`config.mk`:
```
export PLATFORM = sky130hd
export DESIGN_NAME = nec_ir_tx
export DESIGN_NICKNAME = d
export VERILOG_FILES = /design/src/rtl/nec_ir_tx.sv
export SDC_FILE = /design/constraint.sdc
export NUM_CORES = 1
export LEC_CHECK = 0
export ABC_AREA = 1
export BUFFER_PORTS_ARGS = -buffer_cell sky130_fd_sc_hd__buf_2
export CORE_ASPECT_RATIO = 0.8
export CORE_MARGIN = 3
export CORE_UTILIZATION = 40
export DETAILED_ROUTE_END_ITERATION = 7
export PLACE_DENSITY_LB_ADDON = 0.05
export SETUP_SLACK_MARGIN = 0.4
export SYNTH_ARGS = -nofsm -noshare
export SYNTH_HDL_FRONTEND = slang
export SYNTH_SLANG_ARGS = --single-unit
```
`constraint.sdc`:
```
create_clock -name sys_clk -period 2.2 [get_ports sys_clk]
set_clock_uncertainty 0.1 [all_clocks]
set_input_delay 0.55 -clock sys_clk [delete_from_list [all_inputs] [get_ports sys_clk]]
set_output_delay 0.55 -clock sys_clk [all_outputs]
set_load 0.005 [all_outputs]
```
`src/rtl/nec_ir_tx.sv`:
```
// NEC infrared transmitter: full 32-bit frames and repeat codes with a 38 kHz carrier
// on ir_out, and an active-low envelope on ir_rx_loop for loopback into a receiver.
module nec_ir_tx #(
  parameter int CLK_FREQ     = 50_000_000,
  parameter int CARRIER_HZ   = 38_000,
  parameter int CARRIER_EN   = 1,
  parameter int T_LEAD_MARK  = 9000,
  parameter int T_LEAD_SPACE = 4500,
  parameter int T_BIT_MARK   = 560,
  parameter int T_ZERO_SPACE = 560,
  parameter int T_ONE_SPACE  = 1690,
  parameter int T_STOP_MARK  = 560,
  parameter int T_REP_SPACE  = 2250
) (
  input  logic       sys_clk,
  input  logic       sys_rst_n,
  input  logic       tx_start,
  input  logic       tx_repeat,
  input  logic [7:0] tx_addr,
  input  logic [7:0] tx_data,
  output logic       tx_busy,
  output logic       tx_done,
  output logic       ir_out,
  output logic       ir_rx_loop
);

  localparam int US_DIV = CLK_FREQ / 1_000_000;
  localparam int PW     = (US_DIV > 1) ? $clog2(US_DIV) : 1;
  localparam int P      = CLK_FREQ / CARRIER_HZ;
  localparam int P_HI   = P / 3;
  localparam int CW     = $clog2(P + 1);

  typedef enum logic [2:0] {
    IDLE, LEAD_MARK, LEAD_SPACE, BIT_MARK, BIT_SPACE, STOP_MARK, REP_SPACE
  } state_t;

  state_t          state_q, state_d;
  logic [PW-1:0]   pre_q, pre_d;
  logic [13:0]     dur_q, dur_d, dur_t;
  logic [5:0]      bit_q, bit_d;
  logic [31:0]     shreg_q, shreg_d;
  logic            rep_q, rep_d;
  logic [CW-1:0]   car_q, car_d;
  logic            busy_q, busy_d, done_q, done_d, ir_q, ir_d, loop_q, loop_d;
  logic            us_tick, st_end, env_d;

  assign tx_busy    = busy_q;
  assign tx_done    = done_q;
  assign ir_out     = ir_q;
  assign ir_rx_loop = loop_q;

  // State register (with the datapath it sequences)
  always_ff @(posedge sys_clk) begin
    if (!sys_rst_n) begin
      state_q <= IDLE;
      pre_q   <= '0;
      dur_q   <= '0;
      bit_q   <= '0;
      shreg_q <= '0;
      rep_q   <= 1'b0;
      car_q   <= '0;
      busy_q  <= 1'b0;
      done_q  <= 1'b0;
      ir_q    <= 1'b0;
      loop_q  <= 1'b1;
    end else begin
      state_q <= state_d;
      pre_q   <= pre_d;
      dur_q   <= dur_d;
      bit_q   <= bit_d;
      shreg_q <= shreg_d;
      rep_q   <= rep_d;
      car_q   <= car_d;
      busy_q  <= busy_d;
      done_q  <= done_d;
      ir_q    <= ir_d;
      loop_q  <= loop_d;
    end
  end

  always_comb begin
    dur_t = 14'd1;
    case (state_q)
      LEAD_MARK:  dur_t = 14'(T_LEAD_MARK);
      LEAD_SPACE: dur_t = 14'(T_LEAD_SPACE);
      BIT_MARK:   dur_t = 14'(T_BIT_MARK);
      BIT_SPACE:  dur_t = shreg_q[0] ? 14'(T_ONE_SPACE) : 14'(T_ZERO_SPACE);
      STOP_MARK:  dur_t = 14'(T_STOP_MARK);
      REP_SPACE:  dur_t = 14'(T_REP_SPACE);
      default:    dur_t = 14'd1;
    endcase
  end

  assign us_tick = (pre_q == PW'(US_DIV - 1));
  assign st_end  = us_tick && (dur_q == dur_t - 14'd1);

  // Next-state logic
  always_comb begin
    state_d = state_q;
    pre_d   = us_tick ? '0 : pre_q + PW'(1);
    dur_d   = st_end ? '0 : (us_tick ? dur_q + 14'd1 : dur_q);
    bit_d   = bit_q;
    shreg_d = shreg_q;
    rep_d   = rep_q;
    done_d  = 1'b0;
    case (state_q)
      IDLE: begin
        dur_d = '0;
        if (tx_start || tx_repeat) begin
          state_d = LEAD_MARK;
          pre_d   = '0;
          bit_d   = '0;
          rep_d   = !tx_start;
          if (tx_start) shreg_d = {~tx_data, tx_data, ~tx_addr, tx_addr};
        end
      end
      LEAD_MARK:  if (st_end) state_d = rep_q ? REP_SPACE : LEAD_SPACE;
      LEAD_SPACE: if (st_end) state_d = BIT_MARK;
      BIT_MARK:   if (st_end) state_d = BIT_SPACE;
      BIT_SPACE: if (st_end) begin
        shreg_d = shreg_q >> 1;
        bit_d   = bit_q + 6'd1;
        state_d = (bit_q == 6'd31) ? STOP_MARK : BIT_MARK;
      end
      REP_SPACE:  if (st_end) state_d = STOP_MARK;
      STOP_MARK: if (st_end) begin
        state_d = IDLE;
        done_d  = 1'b1;
      end
      default:    state_d = IDLE;
    endcase
  end

  // Outputs are registered from the next state so they line up with state_q.
  always_comb begin
    env_d = (state_d == LEAD_MARK) || (state_d == BIT_MARK) || (state_d == STOP_MARK);
    if (env_d && loop_q)              car_d = '0;
    else if (car_q == CW'(P - 1))     car_d = '0;
    else                              car_d = car_q + CW'(1);
    ir_d   = env_d && ((CARRIER_EN == 0) || (car_d < CW'(P_HI)));
    loop_d = !env_d;
    busy_d = (state_d != IDLE);
  end

endmodule

```
* Word-level counts from Yosys, hierarchy flattened
Cells that the tools add are included.
Cells by class: muxes and demuxes 25, reduce and logical (&&, ||, !) cells 17, equality and inequality tests 16, bitwise logic cells 3, $add $sub $neg 5, order comparisons 1
Operator list (count):
- 32-bit 2-to-1 mux | 3
- 14-bit case mux with 5 select lines | 1
- 32-bit case mux with 2 select lines | 1
- 11-bit 2-to-1 mux | 3
- 6-bit 2-to-1 mux | 5
- 3-bit 2-to-1 mux | 9
- 3-bit case mux with 7 select lines | 1
- 8-bit NOT | 2
- 14-bit by 1-bit adder with 14-bit output (second input constant) | 1
- 14-bit equality test | 1
- 14-bit by 1-bit subtractor with 14-bit output (second input constant) | 1
- 6-bit by 1-bit adder with 6-bit output (second input constant) | 2
- 3-bit equality test (second input constant) | 4
- 6-bit case mux with 2 select lines | 1
- 11-bit by 1-bit adder with 11-bit output (second input constant) | 1
- 11-bit equality test (second input constant) | 1
- 11-bit by 9-bit < comparator with 1-bit output (second input constant) | 1
- 3-bit by 2-bit equality test with 1-bit output (second input constant) | 3
- 3-bit by 1-bit equality test with 1-bit output (second input constant) | 2
- 6-bit by 5-bit equality test with 1-bit output (second input constant) | 1
- 6-bit equality test (second input constant) | 1
- 2-bit != test (second input constant) | 3
- 2-bit AND reduction | 2
- 4-bit AND reduction | 1
- 11 further kinds | 16
Storage, ports and cells: bits of input ports 20, logic and storage cells 78, output and inout bits 4, register bits 77

* Longest topological paths before layout
depth in word-level cells 15, depth in mapped cells 19, mapped depth without buffers 19

* Worst setup path after synthesis
Ideal clock, no wire load.
path type register to register, start point reg state_q[2], end point reg shreg_q[22], data required time 1981 ps, setup time 119 ps, clock period less this slack 2080 ps, slack 120 ps, path buffers 2, arrival 1861 ps, cell stages (with the launch flop) 18, path through dfxtp_1 buf_4 nand2_1 nor2_2 nand2_1 nand2_1 nand2_1 nor2_1 nand2_1 nor2_2 nand2_2 nor2_4 inv_2 nand2_4 inv_2 buf_2 o21ai_0 a21oi_1
On the way: cells in the longest elaborated chain, start to end 8, elaborated cells between the ends (all ways) 18, those cells by class add/sub: 1; eq/ne: 10; mux: 2; reduce/logical: 5
RTL lines:
- start, declared | line 37 | state_t state_q, state_d;
- start signal, assigned | line 67 | state_q <= state_d;
- 3-bit equality test or 3-bit by 2-bit equality test with 1-bit output (tied branches) | line 83 | case (state_q)
- 2-bit OR reduction (no source line)
- 14-bit case mux with 5 select lines | line 83
- 14-bit by 1-bit subtractor with 14-bit output | line 95 | assign st_end = us_tick && (dur_q == dur_t - 14'd1);
- 14-bit equality test | line 95
- 1-bit logical AND | line 95
- 2-bit != test (no source line)
- 4-bit AND reduction (no source line)
- end signal, assigned | line 71 | shreg_q <= shreg_d;
- end, declared | line 41 | logic [31:0] shreg_q, shreg_d;
Parallel ways exist; a longest one is shown, timed or not. A chain may end at the register's enable or synchronous reset.

* Final worst setup path
start point reg state_q[0], end point reg car_q[3]
On the way: cells in the longest elaborated chain, start to end 13, elaborated cells between the ends (all ways) 27, those cells by class add/sub: 1; eq/ne: 10; mux: 10; reduce/logical: 6
RTL lines:
- 3-bit equality test or 3-bit by 2-bit equality test with 1-bit output (tied branches) | line 83, 106
- 2-bit OR reduction (no source line)
- 14-bit case mux with 5 select lines | line 83
- 14-bit by 1-bit subtractor with 14-bit output | line 95
- 14-bit equality test | line 95
- 1-bit logical AND | line 95
- 3-bit 2-to-1 mux (tied with other cells) | line 126 | STOP_MARK: if (st_end) begin
- 3-bit case mux with 7 select lines * | line 106 | case (state_q)
- 3-bit by 1-bit equality test with 1-bit output or 3-bit by 2-bit equality test with 1-bit output (tied branches) | line 136 | env_d = (state_d == LEAD_MARK) || (state_d == BIT_MARK) || (state_d == STOP_MARK);
- 1-bit logical OR | line 136
- 1-bit logical OR * | line 136
- 1-bit logical AND * | line 137 | if (env_d && loop_q) car_d = '0;
- 11-bit 2-to-1 mux * | line 137
- end signal, assigned | line 73 | car_q <= car_d;
- end, declared | line 43 | logic [CW-1:0] car_q, car_d;
Mark *: on every way between the ends. The rest lies on a longest branch, timed or not.

==> flow_summary.ini <==
[timing]
worstMarginPinSlew_ns = 0.520
period_needed_ns = 2.19
relSlewSlack_pct = 65.3
finalHoldViolCount = 0
fin_crit_sh_pct = 99.5
setup_violations = 0
rsz0062_at_grt = true
maxSlewViolCount = 0
fmax_mhz = 457

[cells_and_area]
area_delta_synth_final_pct = 34.0
nFillCells = 863
final_cell_area_sq_um = 5100
fin_nets = 632
drive_above_1_share_pct = 27.3
n_antenna_cell = 0

[setup_path]
arrival_ns = 2.29
worstSetupEndpointType = register
crit_fanout = 8
start_kind = register
critPathKind = reg -> reg
cp_common_cell = nand2_4
critPathTopFamily = simple AND/OR/NAND/NOR gates
path_cells = inv_8 -> nor2_4 -> nand2_4 -> nand3_1 -> nand2_1 -> nor2_1 -> nand2_1 -> nor2_2 -> nand2_2 -> buf_6 -> nand2_2 -> nand2_4 -> nand2_4 -> nand2_8 -> nor3b_2
worst_path_max_delay_cell = dfxtp_4
cpPeakStageDelay_ns = 0.43
crit_buf_inv = 2
crit_required_ns = 2.30

[pwr]
p_leak_nw = 2.11
p_per_area_nw_per_um2 = 679
ir_drop_uv = 517
power_mw = 3.47

[drt]
via_count = 3548
ant_nets = 0
drt-total-wl_mm = 9.67
dr.pass1.iters = 5
drt_iter0_drc = 208
via_per_inst = 4.89
routedWlPerCell_um = 13.3
drc = 0

[logic_synthesis]
syn_inst = 541
synth_edf_count = 0
synth_common_cells = 109 x nand2_1, 77 x dfxtp_1, 65 x o21ai_0
ys_warn_count = 0
synth_top_area_share_pct = 40.5
yosys.area.top_type = dfxtp_1
syn_area_sq_um = 3810
synth_ff_type = dfxtp_1
avgSynthCellArea_sq_um = 7.04
ys_seq_area_share_pct = 40.5
synth_area_leaders = dfxtp_1 40%, nand2_1 11%, o21ai_0 8.5%
syn_nets = 567
synth.most_common_cell = nand2_1
yosysUniqueCellTypes = 34
synthArstFlopShare_pct = 0
ys_ff_latch = 77

[clock_tree]
cts_sinks = 77
cts_tree = done
cts-root-buf = clkbuf_16
htree_levels = 3
clk_pin_slew_ns = 0.06
cts_hold_buf = 0
clk_latency_ns = 0.33
cts_buffer_depth = 2
cts_buffers = 9

[grt]
grt_use_total_pct = 18.3
antenna_found_initial = 0
grt_first_pass_wirelength_mm = 15.8
grt_pass1_vias = 3315
grt_max_degree = 35
grt-ovfl-total = 0

[floorplan]
start_util_pct = 41.6
core_area_sq_um = 9150
die_w_um = 115
die_h_um = 93.3
num_io_pins = 24
rows = 31
die_area_sq_um = 10700

[placement]
portBuffers = 23
place.gp.congestion = 0.907
placed_cell_area_sq_um = 4360
hpwl_mm = 6.50

[run_status]
outcome = finished clean

[run]
drv_cap = 0

[min_path]
holdCritPathClass = reg -> reg
[stage by stage]
| stage | std cells | setup WS, ns | setup TNS [ns] | util [%] | hold WS [ns] |
|---|---|---|---|---|---|
| 6_report | 726 | 0.0114 | 0 | 55.8 | 0.346 |
| 5_1_grt | 726 | -0.131 | -4.55 | 55.8 | 0.358 |
| 4_1_cts | 721 | 0.0418 | 0 | 53.6 | 0.346 |
| 3_5_place_dp | 698 | -0.0593 | -1.20 | 47.6 | 0.337 |
| 3_3_place_gp | 698 | -0.0549 | -1.17 | 47.6 | 0.333 |
| 2_1_floorplan | 541 | 0.170 | 0 | - | 0.311 |
[repair_timing]
action / 4_1_cts / 5_1_grt
buffers inserted: 6 / 2
endpoints found under the setup margin: 70 / 76
pin swaps: 11 / 12
gates resized for setup: 43 / 31
endpoints found under the hold margin: 0 / 0
cloned: 1 / 3
[final cells by class]
class                   instances  area [sq um]  share of cell area, %
multi-input cells             383          2220                   43.5
flip-flops and latches         77          1560                   30.5
repair buffers                 74           629                   12.3
inverters                      61           246                   4.83
clock buffers                  12           236                   4.63
well taps                     115           144                   2.82
clock inverters                 4          72.6                   1.42
[sequential cells by signal, summed over array words and instances, names as in the netlist]
name / count
bit_q: 6
car_q: 11
dur_q: 14
ir_out: 1
ir_rx_loop: 1
pre_q: 6
rep_q: 1
shreg_q: 32
state_q: 3
tx_busy: 1
tx_done: 1
[cells by family (layout without fill, tap and decap cells)]
family	count (synthesis)	in the layout	share of synthesized area, %
AO/OA/AOI/OAI	114	114	15.5
XOR/XNOR	21	21	4.83
adder cells (fa/ha/maj)	6	6	1.97
buffers and inverters	81	151	8.71
flip-flops	77	77	40.5
AND/OR/NAND/NOR	242	242	28.5
[report_power, final]
part	leakage, nW	switching (mW)	internal (mW)
clock	0.147	0.565	0.993
sequential	0.632	0.0355	1.46
combinational	1.33	0.233	0.181
total	2.11	0.833	2.63
[metal layers]
layer | vias up | track usage (%) | routed length, um | part of all wire, %
met1 | 1599 | 26.9 | 5150 | 53
met4 | 0 | 3.23 | 49 | 0.51
met5 | - | 0 | 0 | 0
met2 | 48 | 26.4 | 4120 | 43
met3 | 4 | 5.89 | 355 | 3.7
li1 | 1897 | - | - | -
[layout by cell type, fill, tap and decap left out, types with 2 or more instances in the layout]
master     count
nand2_8        2
o211ai_1       2
o21ai_0       57
nor3b_2        3
xor2_1        18
dfxtp_2        2
buf_4         37
buf_2         23
nand2_2       11
dfxtp_4        3
clkbuf_16     11
a21oi_1       34
inv_8          2
nand4_1        7
xnor2_1        3
o21ai_2        3
nand2_1       94
dfxtp_1       72
buf_12         4
nor2_4         5
nand3_2        8
bufinv_16      2
nor3_2         7
ha_1           6
clkbuf_1       3
inv_2          4
nand3_1       33
nor3_1         7
inv_1         54
nor2_2         6
a21oi_2        8
buf_6          6
o21ai_1        5
nor2_1        44
nand2_4        8
[worst register-to-register path: cells and delay by family (launching register included)]
| kind | cells | cell delay (ns) |
|---|---|---|
| AND/OR/NAND/NOR | 13 | 1.31 |
| flip-flops | 1 | 0.43 |
| buffers and inverters | 2 | 0.23 |
[path summary, 6_finish.rpt]
kind | from | slack, ns | end | cells after the start
worst max-delay path | state_q[0] | 0.01 | car_q[3] | 15
worst max register to register | state_q[0] | 0.01 | car_q[3] | 15
worst min register to register | shreg_q[20] | 0.35 | shreg_q[20] | 2
worst min-delay path | shreg_q[20] | 0.35 | shreg_q[20] | 2
No activity file was read; power rests on OpenSTA's default activity.
